===== src/rtl/uart_rx_if.sv =====
// Serial-receive bus: line and oversample tick in, decoded word out.
// rx_done_tick is a one-cycle valid with no ready; rx_dout/frame_err are meaningful while it is high and held after.
interface uart_rx_if #(
  parameter int DBIT = 8
);
  logic            rx;
  logic            s_tick;
  logic [DBIT-1:0] rx_dout;
  logic            rx_done_tick;
  logic            frame_err;
  logic [1:0]      dbg_state;

  modport master (
    output rx, s_tick,
    input  rx_dout, rx_done_tick, frame_err, dbg_state
  );

  modport slave (
    input  rx, s_tick,
    output rx_dout, rx_done_tick, frame_err, dbg_state
  );
endinterface


===== src/rtl/uart_rx.sv =====
// 16x-oversampled UART receiver: samples mid-bit, delivers each word with a
// one-cycle done pulse and a stop-bit framing-error flag.
module uart_rx #(
  parameter int DBIT    = 8,
  parameter int SB_TICK = 16
) (
  input  logic     clk,
  input  logic     reset,
  uart_rx_if.slave bus
);
  localparam int NW = (DBIT > 1) ? $clog2(DBIT) : 1;
  localparam logic [4:0]    SB_LAST  = 5'(SB_TICK - 1);
  localparam logic [NW-1:0] BIT_LAST = NW'(DBIT - 1);

  typedef enum logic [1:0] {
    IDLE  = 2'd0,
    START = 2'd1,
    DATA  = 2'd2,
    STOP  = 2'd3
  } state_t;

  state_t          state_q, state_d;
  logic [4:0]      s_cnt_q, s_cnt_d;
  logic [NW-1:0]   n_cnt_q, n_cnt_d;
  logic [DBIT-1:0] shreg_q, shreg_d;
  logic [DBIT-1:0] rx_dout_q, rx_dout_d;
  logic            done_q, done_d;
  logic            ferr_q, ferr_d;
  logic            rx_meta_q, rx_meta_d;
  logic            rx_s_q, rx_s_d;

  // State register; sync flops reset high so a reset never looks like a start bit.
  always_ff @(posedge clk) begin
    if (reset) begin
      state_q   <= IDLE;
      s_cnt_q   <= '0;
      n_cnt_q   <= '0;
      shreg_q   <= '0;
      rx_dout_q <= '0;
      done_q    <= 1'b0;
      ferr_q    <= 1'b0;
      rx_meta_q <= 1'b1;
      rx_s_q    <= 1'b1;
    end else begin
      state_q   <= state_d;
      s_cnt_q   <= s_cnt_d;
      n_cnt_q   <= n_cnt_d;
      shreg_q   <= shreg_d;
      rx_dout_q <= rx_dout_d;
      done_q    <= done_d;
      ferr_q    <= ferr_d;
      rx_meta_q <= rx_meta_d;
      rx_s_q    <= rx_s_d;
    end
  end

  // Next-state and datapath counters.
  always_comb begin
    state_d   = state_q;
    s_cnt_d   = s_cnt_q;
    n_cnt_d   = n_cnt_q;
    shreg_d   = shreg_q;
    rx_meta_d = bus.rx;
    rx_s_d    = rx_meta_q;
    case (state_q)
      IDLE: begin
        if (!rx_s_q) begin
          state_d = START;
          s_cnt_d = '0;
        end
      end
      START: begin
        if (bus.s_tick) begin
          if (s_cnt_q == 5'd7) begin
            if (!rx_s_q) begin
              state_d = DATA;
              s_cnt_d = '0;
              n_cnt_d = '0;
            end else begin
              state_d = IDLE;
            end
          end else begin
            s_cnt_d = s_cnt_q + 5'd1;
          end
        end
      end
      DATA: begin
        if (bus.s_tick) begin
          if (s_cnt_q == 5'd15) begin
            s_cnt_d = '0;
            shreg_d = {rx_s_q, shreg_q[DBIT-1:1]};
            if (n_cnt_q == BIT_LAST) state_d = STOP;
            else                     n_cnt_d = n_cnt_q + NW'(1);
          end else begin
            s_cnt_d = s_cnt_q + 5'd1;
          end
        end
      end
      STOP: begin
        if (bus.s_tick) begin
          if (s_cnt_q == SB_LAST) state_d = IDLE;
          else                    s_cnt_d = s_cnt_q + 5'd1;
        end
      end
      default: state_d = IDLE;
    endcase
  end

  // Outputs are captured on the stop-sample tick and presented one clk later.
  always_comb begin
    done_d    = (state_q == STOP) && bus.s_tick && (s_cnt_q == SB_LAST);
    rx_dout_d = done_d ? shreg_q : rx_dout_q;
    ferr_d    = done_d ? ~rx_s_q : ferr_q;
  end

  assign bus.rx_dout      = rx_dout_q;
  assign bus.rx_done_tick = done_q;
  assign bus.frame_err    = ferr_q;
  assign bus.dbg_state    = state_q;
endmodule


===== src/flat_wrapper.sv =====
// flat-port wrapper written by rule: the top's interface ports become plain ports
module uart_rx_flat 
#(
  parameter int DBIT    = 8,
  parameter int SB_TICK = 16
)
  (clk, reset, bus_rx, bus_s_tick, bus_rx_dout, bus_rx_done_tick, bus_frame_err, bus_dbg_state);
  uart_rx_if #(.DBIT(DBIT)) bus_i ();
  input  logic clk;
  input  logic reset;
  input wire logic [$bits(bus_i.rx)-1:0] bus_rx;
  input wire logic [$bits(bus_i.s_tick)-1:0] bus_s_tick;
  output wire logic [$bits(bus_i.rx_dout)-1:0] bus_rx_dout;
  output wire logic [$bits(bus_i.rx_done_tick)-1:0] bus_rx_done_tick;
  output wire logic [$bits(bus_i.frame_err)-1:0] bus_frame_err;
  output wire logic [$bits(bus_i.dbg_state)-1:0] bus_dbg_state;
  assign bus_i.rx = bus_rx;
  assign bus_i.s_tick = bus_s_tick;
  assign bus_rx_dout = bus_i.rx_dout;
  assign bus_rx_done_tick = bus_i.rx_done_tick;
  assign bus_frame_err = bus_i.frame_err;
  assign bus_dbg_state = bus_i.dbg_state;
  uart_rx #(.DBIT(DBIT), .SB_TICK(SB_TICK)) u_core (.clk(clk), .reset(reset), .bus(bus_i));
endmodule

===== config.mk =====
export PLATFORM = sky130hd
export DESIGN_NAME = uart_rx_flat
export DESIGN_NICKNAME = d
export VERILOG_FILES = /design/src/rtl/uart_rx_if.sv /design/src/rtl/uart_rx.sv /design/src/flat_wrapper.sv
export SDC_FILE = /design/constraint.sdc
export NUM_CORES = 1
export LEC_CHECK = 0
export BUFFER_PORTS_ARGS = -buffer_cell sky130_fd_sc_hd__clkbuf_2
export CORE_UTILIZATION = 38
export CTS_BUF_LIST = sky130_fd_sc_hd__clkbuf_8
export CTS_CLUSTER_DIAMETER = 50
export CTS_CLUSTER_SIZE = 28
export DETAILED_ROUTE_END_ITERATION = 8
export SLEW_MARGIN = 20
export SYNTH_ARGS = -nofsm -noshare
export SYNTH_HDL_FRONTEND = slang
export SYNTH_SLANG_ARGS = --single-unit

===== constraint.sdc =====
create_clock -name clk -period 5.2 [get_ports clk]
set_input_delay 0.52 -clock clk [delete_from_list [all_inputs] [get_ports clk]]
set_output_delay 0.52 -clock clk [all_outputs]
set_load 0.05 [all_outputs]

Word level (Yosys, flattened, before mapping):

Cells that the tools add are included.

* memory bits (writable): 0
* bits of input ports: 4
* register bits after elaboration: 30
* output and inout bits: 12
* memories kept: 0
* ROM bits: 0
* bits in latches: 0
* word-level logic and storage cells: 62

* bitwise operators: 1
* multiply operators: 0
* div/mod/pow operators: 0
* muxes and demuxes: 25
* reductions and logical operators: 8
* shift-type cells: 0
* equality and inequality tests: 17
* add/sub/neg operators: 2
* $lt $le $gt $ge: 0

Operator list (number)
* 5-bit 2-to-1 mux: 7
* 5-bit one-hot mux with 4 select lines: 1
* 2-bit 2-to-1 mux: 9
* 3-bit 2-to-1 mux: 6
* 2-bit != test, second input constant: 7
* 2-bit by 1-bit != test with 1-bit output, second input constant: 4
* 2-bit one-hot mux with 4 select lines: 1
* 8-bit AND reduction: 1
* 7-bit AND reduction: 1
* 3-bit one-hot mux with 2 select lines: 1
* 5-bit by 1-bit adder with 5-bit output, second input constant: 1
* 5-bit by 3-bit == test with 1-bit output, second input constant: 1
* 5-bit by 4-bit == test with 1-bit output, second input constant: 1
* 2-bit == test, second input constant: 2
* 4-bit AND reduction: 1
* 3-bit by 1-bit adder with 3-bit output, second input constant: 1
* 3-bit == test, second input constant: 1
* 3-bit AND reduction: 1
* 2-bit by 1-bit == test with 1-bit output, second input constant: 1
* 1-bit logical AND: 2
* 2-bit zero test: 1
* 2-bit nonzero test: 1
* 1-bit inverter: 1

Logic depth before layout (Yosys ltp):

Gate-level depths: netlist (run 1).

* depth in word-level cells: 5
* depth in mapped cells: 8
* depth with buffers taken out: 7

Worst setup path after synthesis (run 1):

OpenSTA, ideal clock, no wires.

* path kind: reg2reg
* from: reg u_core.s_cnt_q[0]
* to: reg u_core.n_cnt_q[1]
* required time: 5084 ps
* library setup time: 116 ps
* period minus slack after synthesis: 1879 ps
* cell stages (with the launch flop): 9
* data arrival time: 1762 ps
* buffers on the path: 1
* path slack: 3321 ps
* cells stage by stage: dfxtp_1 > ha_1 > and3_1 > ha_1 > buf_2 > nand4b_2 > o32ai_2 > nor3b_1 > a41o_1

* cells in the longest elaborated chain, start to end: 3
* elaborated cells on any way between the ends: 5
* classes of those cells: eq/ne: 4; reduce/logical: 1

RTL lines
* from (decl): line uart_rx.sv:23 `logic [4:0] s_cnt_q, s_cnt_d;`
* from (signal assigned): line uart_rx.sv:46 `s_cnt_q <= s_cnt_d;`
* 5-bit by 4-bit == test with 1-bit output / 5-bit by 3-bit == test with 1-bit output (equally long branches): line uart_rx.sv:89, uart_rx.sv:74
* 2-bit by 1-bit != test with 1-bit output (no source line)
* 7-bit AND reduction (no source line) *
* to (signal assigned): line uart_rx.sv:47 `n_cnt_q <= n_cnt_d;`
* to (decl): line uart_rx.sv:24 `logic [NW-1:0] n_cnt_q, n_cnt_d;`

Every way passes the cells marked *; elsewhere a longest branch is shown, timed or not.
A chain may end at the register's enable or synchronous reset.

Worst setup path after layout (run 1):

Same ends and word-level chain as after synthesis.

==> impl_metrics.ini, run 1 <==
[run_status]
outcome = completed

[synth]
synthSimpleGateAreaFrac_pct = 25.5
yosys_warnings = 0
synth-main-ff-cell = sky130_fd_sc_hd__dfxtp_1
syn_avg_cell_area_sq_um = 8.52
syn-cell-area_sq_um = 1360
muxShareOfSynthArea_pct = 0.831
synth-xor-area-share_pct = 0
synthesis.instances = 159
synth.net_count = 168
edff_count_synth = 0
synth_seq_cells = 30
synth-adder-area-share_pct = 4.62
compound_gate_portion_of_the_synthesized_area_pct = 19.4
async_reset_ff_share_pct = 0
yosys.cell_types.count = 35
synth_top_family_by_area = simple AND/OR/NAND/NOR gates
yosysSeqAreaShare_pct = 44.3

[worst_setup_path]
critPathCaptureType = flop
cp_max_fo = 10
timing.critical_path.arrival_ns = 2.37
critical_path.slowest_cell = sky130_fd_sc_hd__dfxtp_1
crit_top_cell = sky130_fd_sc_hd__ha_1
critical_path.startpoint_type = flop
cp_data_required_time_ns = 5.38
crit_type = flop to flop
critPathMaxStageDelay_ns = 0.36
timing.critical_path.cells = ha_1, and3_1, ha_1, nand4b_2, o32ai_2, nor3b_1, a41o_1

[job]
maxCapViolCount = 0

[power_and_ir_drop]
overall_power_w = 0.000476
irDropWorstVdd_mv = 0.186
power.clock.fraction_pct = 47.8
power.static_leakage_nw = 0.619
p_comb_share_pct = 3.1
pwr-share-seq_pct = 49.1
intPower_w = 0.000377
netSwitchingPower_w = 0.0000993
power.switching_fraction_pct = 20.8
powerDensity_nw_per_um2 = 307

[cts]
tritoncts.num_buffers = 5
cts-root-to-sink-buffers = 2
tritoncts = yes
post_cts.repair.setup_buffers = 0
clock_insertion_delay_worst_skew_ns = 0.28
clk_pin_slew_worst_paths_ns = 0.06
cts.repair.resized = 0
ctsRootBufferMaster = sky130_fd_sc_hd__clkbuf_8
clkSinkCount = 30
cts_hold_repair.buffers = 0
ctsHtreeMaxLevel = 2

[sta]
worstMarginPinSlew_ns = 0.622
setup_repair_after_global_routing_missed_its_margin = no
finClkSkew_ns = 0.00616
clock.fmax_mhz = 456
final-hold-violation-count = 0
finalCriticalPeriod_ns = 2.19
fin_setup_tns_ns = 0
final_slew_viol_count = 0
timing.final.setup_violations = 0
post_route_clock_period_utilization_pct = 42.2
slew-limit-headroom_pct = 58.5

[min_path]
timing.hold.worst.class = flop to flop

[drt]
drt-initial-drc-count = 26
drt-total-wl_mm = 2.70
post_drt_wl_per_cell_um = 12.4
detail_route.first_pass.iterations = 4
final_antenna_violating_net_count = 0
drc_violations = 0
vias = 1091
avgViaCountPerCell = 5.00

[floorplan]
die_area_sq_um = 3810
die_w_um = 61.7
die_h_um = 61.7
floorplan.io_pins = 16
placementRows = 21
initial_utilization_pct = 40.3
core_region_area_sq_um = 3360

[global_routing]
overflow = 0
antenna_violations_before_repair = 0
grt_util_all_layers_pct = 16.8
first_pass_grt_wire_length_mm = 4.51
met2_global_route_usage_pct = 23.7
maximum_number_of_pins_on_one_net_before_global_route_repair = 31
number_of_global_route_vias_before_repair = 978
gr-usage-met3_pct = 7.45
groute.layer.met1.usage_pct = 22.8
global_route.peak_usage_layer = met2

[placement]
detailedPlacementHpwl_mm = 1.86
weighted_congestion_at_the_end_of_routability_driven_global_placement = 0.769
port-buffer-count = 15

[final_layout]
final_nets = 180
post_route_cells_drive_above_1_share_pct = 18.0
syn2layout_area_growth_pct = 14.4
num_antenna_cells = 0
logic make-up after synthesis:
family / Yosys count
muxes: 1
AOI/OAI and AO/OA: 39
buffers and inverters: 17
adders and majority gates: 5
DFF: 30
and+or+nand+nor: 67
through the flow:
| step | cell area, sq um | setup slack (ns) | instances | hold slack (ns) | util [%] |
|---|---|---|---|---|---|
| final | 1550 | 3.01 | 218 | 0.413 | 46.1 |
| after floorplan | 1360 | 3.32 | 159 | 0.389 | - |
| after CTS | 1550 | 3.00 | 218 | 0.418 | 46.1 |
| after detailed placement | 1440 | 3.00 | 210 | 0.401 | 42.9 |
| after global routing | 1550 | 2.79 | 218 | 0.413 | 46.1 |
| after global placement | 1440 | 3.12 | 210 | 0.400 | 42.9 |
critical path: cells and delay by family, from the launching register on:
family	cells	cell delay, ns
AO/OA/AOI/OAI	2	0.53
adder cells (fa/ha/maj)	2	0.58
AND/OR/NAND/NOR	3	0.62
flip-flops	1	0.36
final timing paths:
check             cells after the start               from  slack (ns)                 to
hold / removal                        1   u_core.rx_meta_q        0.41      u_core.rx_s_q
setup / recovery                      7  u_core.s_cnt_q[0]        3.01  u_core.n_cnt_q[1]
setup reg to reg                      7  u_core.s_cnt_q[0]        3.01  u_core.n_cnt_q[1]
hold reg to reg                       1   u_core.rx_meta_q        0.41      u_core.rx_s_q
per-layer routing:
metal	wire length (um)	share of wire [%]	up-vias
li1	-	-	570
met1	1360	50	499
met2	1200	44	18
met3	97	3.6	4
met4	44	1.6	0
met5	0	0	-
synthesized netlist by cell type, drive strengths merged (3+ instances only):
| cell | number | area share (%) |
|---|---|---|
| nand2 | 36 | 10 |
| dfxtp | 30 | 44 |
| a21oi | 21 | 7.8 |
| buf | 7 | 2.6 |
| inv | 7 | 1.9 |
| nor2 | 6 | 1.7 |
| ha | 5 | 4.6 |
| nor2b | 4 | 1.8 |
| nor3 | 4 | 1.5 |
| clkbuf | 3 | 0.83 |
| nor3b | 3 | 1.7 |
| o21ai | 3 | 1.1 |
| or2 | 3 | 1.4 |
sequential cells by signal, summed over array words and instances, names as in the netlist, 3 cells and up, named ones only:
| name | flops |
|---|---|
| u_core.bus.rx_dout | 8 |
| u_core.n_cnt_q | 3 |
| u_core.s_cnt_q | 5 |
| u_core.shreg_q | 8 |
layout by cell type (no fill, tap or decap), drive strengths merged, types with 2 or more instances in the layout:
cell type	n
clkinv	2
a21oi	21
ha	5
inv	7
or2	3
a32o	2
nand2	36
nor2b	4
o21ai	3
nor2	6
a211o	2
nand3	2
clkbuf	20
nand4	2
nor3	4
dfxtp	30
a41o	2
and3	2
nor3b	3
cell type report:
class / instances / area, sq um
clock buffers: 5 / 68.8
clock inverters: 3 / 40.0
fillers: 352 / 1810
inverters: 7 / 26.3
multi-input cells: 112 / 682
flip-flops and latches: 30 / 601
well taps: 46 / 57.6
repair buffers: 15 / 75.1
power groups by stage:
stage	registers [W]	logic, W	clock network [W]
after detailed placement	0.000239	0.0000148	0
after CTS	0.000234	0.0000149	0.000232
final	0.000234	0.0000149	0.000228
after floorplan	0.000239	0.0000110	0
after global placement	0.000239	0.0000144	0
after global routing	0.000234	0.0000162	0.000245
Note: power is estimated with default switching activity, not from simulation.
==> run 2, diff against run 1 <==
clock period = 2.2 ns   (was 5.2 ns; I/O delays follow)
==> run 2 against run 1 <==
Effect of this change:
- sequential power increased by 140%
- sequential share of layout area decreased by 1.7 points
- largest cell class unchanged
- worst setup slack got worse by 2.8 ns
- critical endpoint is now u_core.s_cnt_q[2]
==> impl_metrics.ini, run 2 (synthesis gave the netlist of run 1 again) <==
[worst_setup_path]
timing.critical_path.arrival_ns = 2.19
timing.rr.start = u_core.s_cnt_q[0]
cp_max_fo = 9
timing.critical_path.cells = ha_1, and3_1, ha_1, nor2b_1, a32o_1, o21ai_0, a21bo_2
critPathMaxStageDelay_ns = 0.37
crit_top_cell = sky130_fd_sc_hd__ha_1
critPathCaptureType = flop
critical_path.startpoint_type = flop
cpLargestDelayFamily = compound AO/OA/AOI/OAI gates
reg2reg_to = u_core.s_cnt_q[2]
worstRegToRegCells = 7
crit_type = flop to flop
r2r_slack_ns = 0.18
cp_data_required_time_ns = 2.37
cp.buffers_inverters = 0
critical_path.slowest_cell = sky130_fd_sc_hd__dfxtp_1

[final_layout]
num_antenna_cells = 0
mostFrequentLayoutCells = sky130_fd_sc_hd__nand2_1 (36), sky130_fd_sc_hd__dfxtp_1 (30), sky130_fd_sc_hd__a21oi_1 (21), sky130_fd_sc_hd__clkbuf_2 (15), sky130_fd_sc_hd__inv_1 (7)
post_route_cells_drive_above_1_share_pct = 20.3
final_nets = 185
final_common_cell = sky130_fd_sc_hd__nand2_1
syn2layout_area_growth_pct = 19.7
layout.cell_area.non_filler_sq_um = 1620

[drt]
final_antenna_violating_net_count = 0
vias = 1104
post_drt_wl_per_cell_um = 11.8
drt-total-wl_mm = 2.63
drc_violations = 0
avgViaCountPerCell = 4.95
detail_route.first_pass.iterations = 4
drt-initial-drc-count = 48

[cts]
ctsRootBufferMaster = sky130_fd_sc_hd__clkbuf_8
cts-root-to-sink-buffers = 2
cts_hold_repair.buffers = 0
clock_insertion_delay_worst_skew_ns = 0.28
clkSinkCount = 30
tritoncts = yes
tritoncts.num_buffers = 5
clk_pin_slew_worst_paths_ns = 0.06
post_cts.repair.setup_buffers = 0
ctsHtreeMaxLevel = 2
cts.repair.resized = 0

[global_routing]
antenna_violations_before_repair = 0
maximum_number_of_pins_on_one_net_before_global_route_repair = 22
grt_util_all_layers_pct = 16.0
overflow = 0
number_of_global_route_vias_before_repair = 967
first_pass_grt_wire_length_mm = 4.31

[run_status]
outcome = completed

[sta]
final_slew_viol_count = 0
final-hold-violation-count = 0
setup_repair_after_global_routing_missed_its_margin = no
fin_setup_tns_ns = 0
post_route_clock_period_utilization_pct = 91.6
slew-limit-headroom_pct = 66.3
worstMarginPinSlew_ns = 0.504
finalCriticalPeriod_ns = 2.02
finClkSkew_ns = 0.00690
worst_slack_ns = 0.184
clock.fmax_mhz = 496
finalHoldWorstSlack_ns = 0.122
timing.final.setup_violations = 0

[floorplan]
die_w_um = 61.7
initial_utilization_pct = 40.3
floorplan.io_pins = 16
placementRows = 21
die_area_sq_um = 3810
die_h_um = 61.7
core_region_area_sq_um = 3360

[power_and_ir_drop]
power.static_leakage_nw = 0.656
irDropWorstVdd_mv = 0.462
powerDensity_nw_per_um2 = 786
overall_power_w = 0.00127

[min_path]
timing.hold.worst.class = primary input to flop
holdPathEnd = u_core.rx_meta_q
min_from = bus_rx
min_delay_path_depth = 2

[placement]
weighted_congestion_at_the_end_of_routability_driven_global_placement = 0.902
detailedPlacementHpwl_mm = 1.85
preCtsSetupSlack_ns = 0.213
port-buffer-count = 15
placed_area_sq_um = 1480

[job]
maxCapViolCount = 0
[run 2: cell types whose count changed in the layout (fill, tap and decap cells not counted), sizes merged]
cell    delta
clkbuf     +1
buf        +5
clkinv     -2
bufinv     +1
[run 2: worst max-delay path by stage]
stage	from	to	slack, ns	cells past startpoint
6_report	u_core.s_cnt_q[0]	u_core.s_cnt_q[2]	0.18	7
5_1_grt	u_core.s_cnt_q[0]	u_core.s_cnt_q[2]	0.02	7
4_1_cts	u_core.s_cnt_q[0]	u_core.s_cnt_q[2]	0.20	7
3_5_place_dp	u_core.s_cnt_q[0]	u_core.s_cnt_q[2]	0.21	7
3_3_place_gp	u_core.s_cnt_q[0]	u_core.s_cnt_q[2]	0.30	7
2_1_floorplan	u_core.s_cnt_q[0]	u_core.n_cnt_q[1]	0.32	8
[run 2: per-stage QoR]
step           utilization, %  std cells
6_report                 48.2        223
5_1_grt                  48.2        223
4_1_cts                  48.2        223
3_5_place_dp             44.0        215
3_3_place_gp             44.0        215
2_1_floorplan               -        159
[run 2: where the power goes]
part | internal [W] | total [W] | leakage [nW] | switching (W)
sequential | 0.000547 | 0.000553 | 0.242 | 0.00000606
combinational | 0.0000130 | 0.0000352 | 0.343 | 0.0000222
clock | 0.000483 | 0.000686 | 0.0714 | 0.000204
total | 0.00104 | 0.00127 | 0.656 | 0.000232
[run 2: cell type report]
class	instances	area, sq um
clock buffers	6	82.6
fillers	352	1740
inverters	7	26.3
flip-flops and latches	30	601
repair buffers	20	113
clock inverters	2	60.1
well taps	46	57.6
multi-input cells	112	682
[run 2: worst register-to-register path: cells and delay by family (launching register included)]
kind	cells	cell delay (ns)
flops	1	0.37
simple gates	2	0.34
compound gates	3	0.60
fa+ha+maj	2	0.59
[run 2: routing by layer]
metal,global-route usage [%],routed length [um],up-vias
li1,-,-,585
met1,20.7,1270,494
met2,24.0,1230,23
met3,6.21,115,2
met4,6.67,18,0
met5,0,0,-
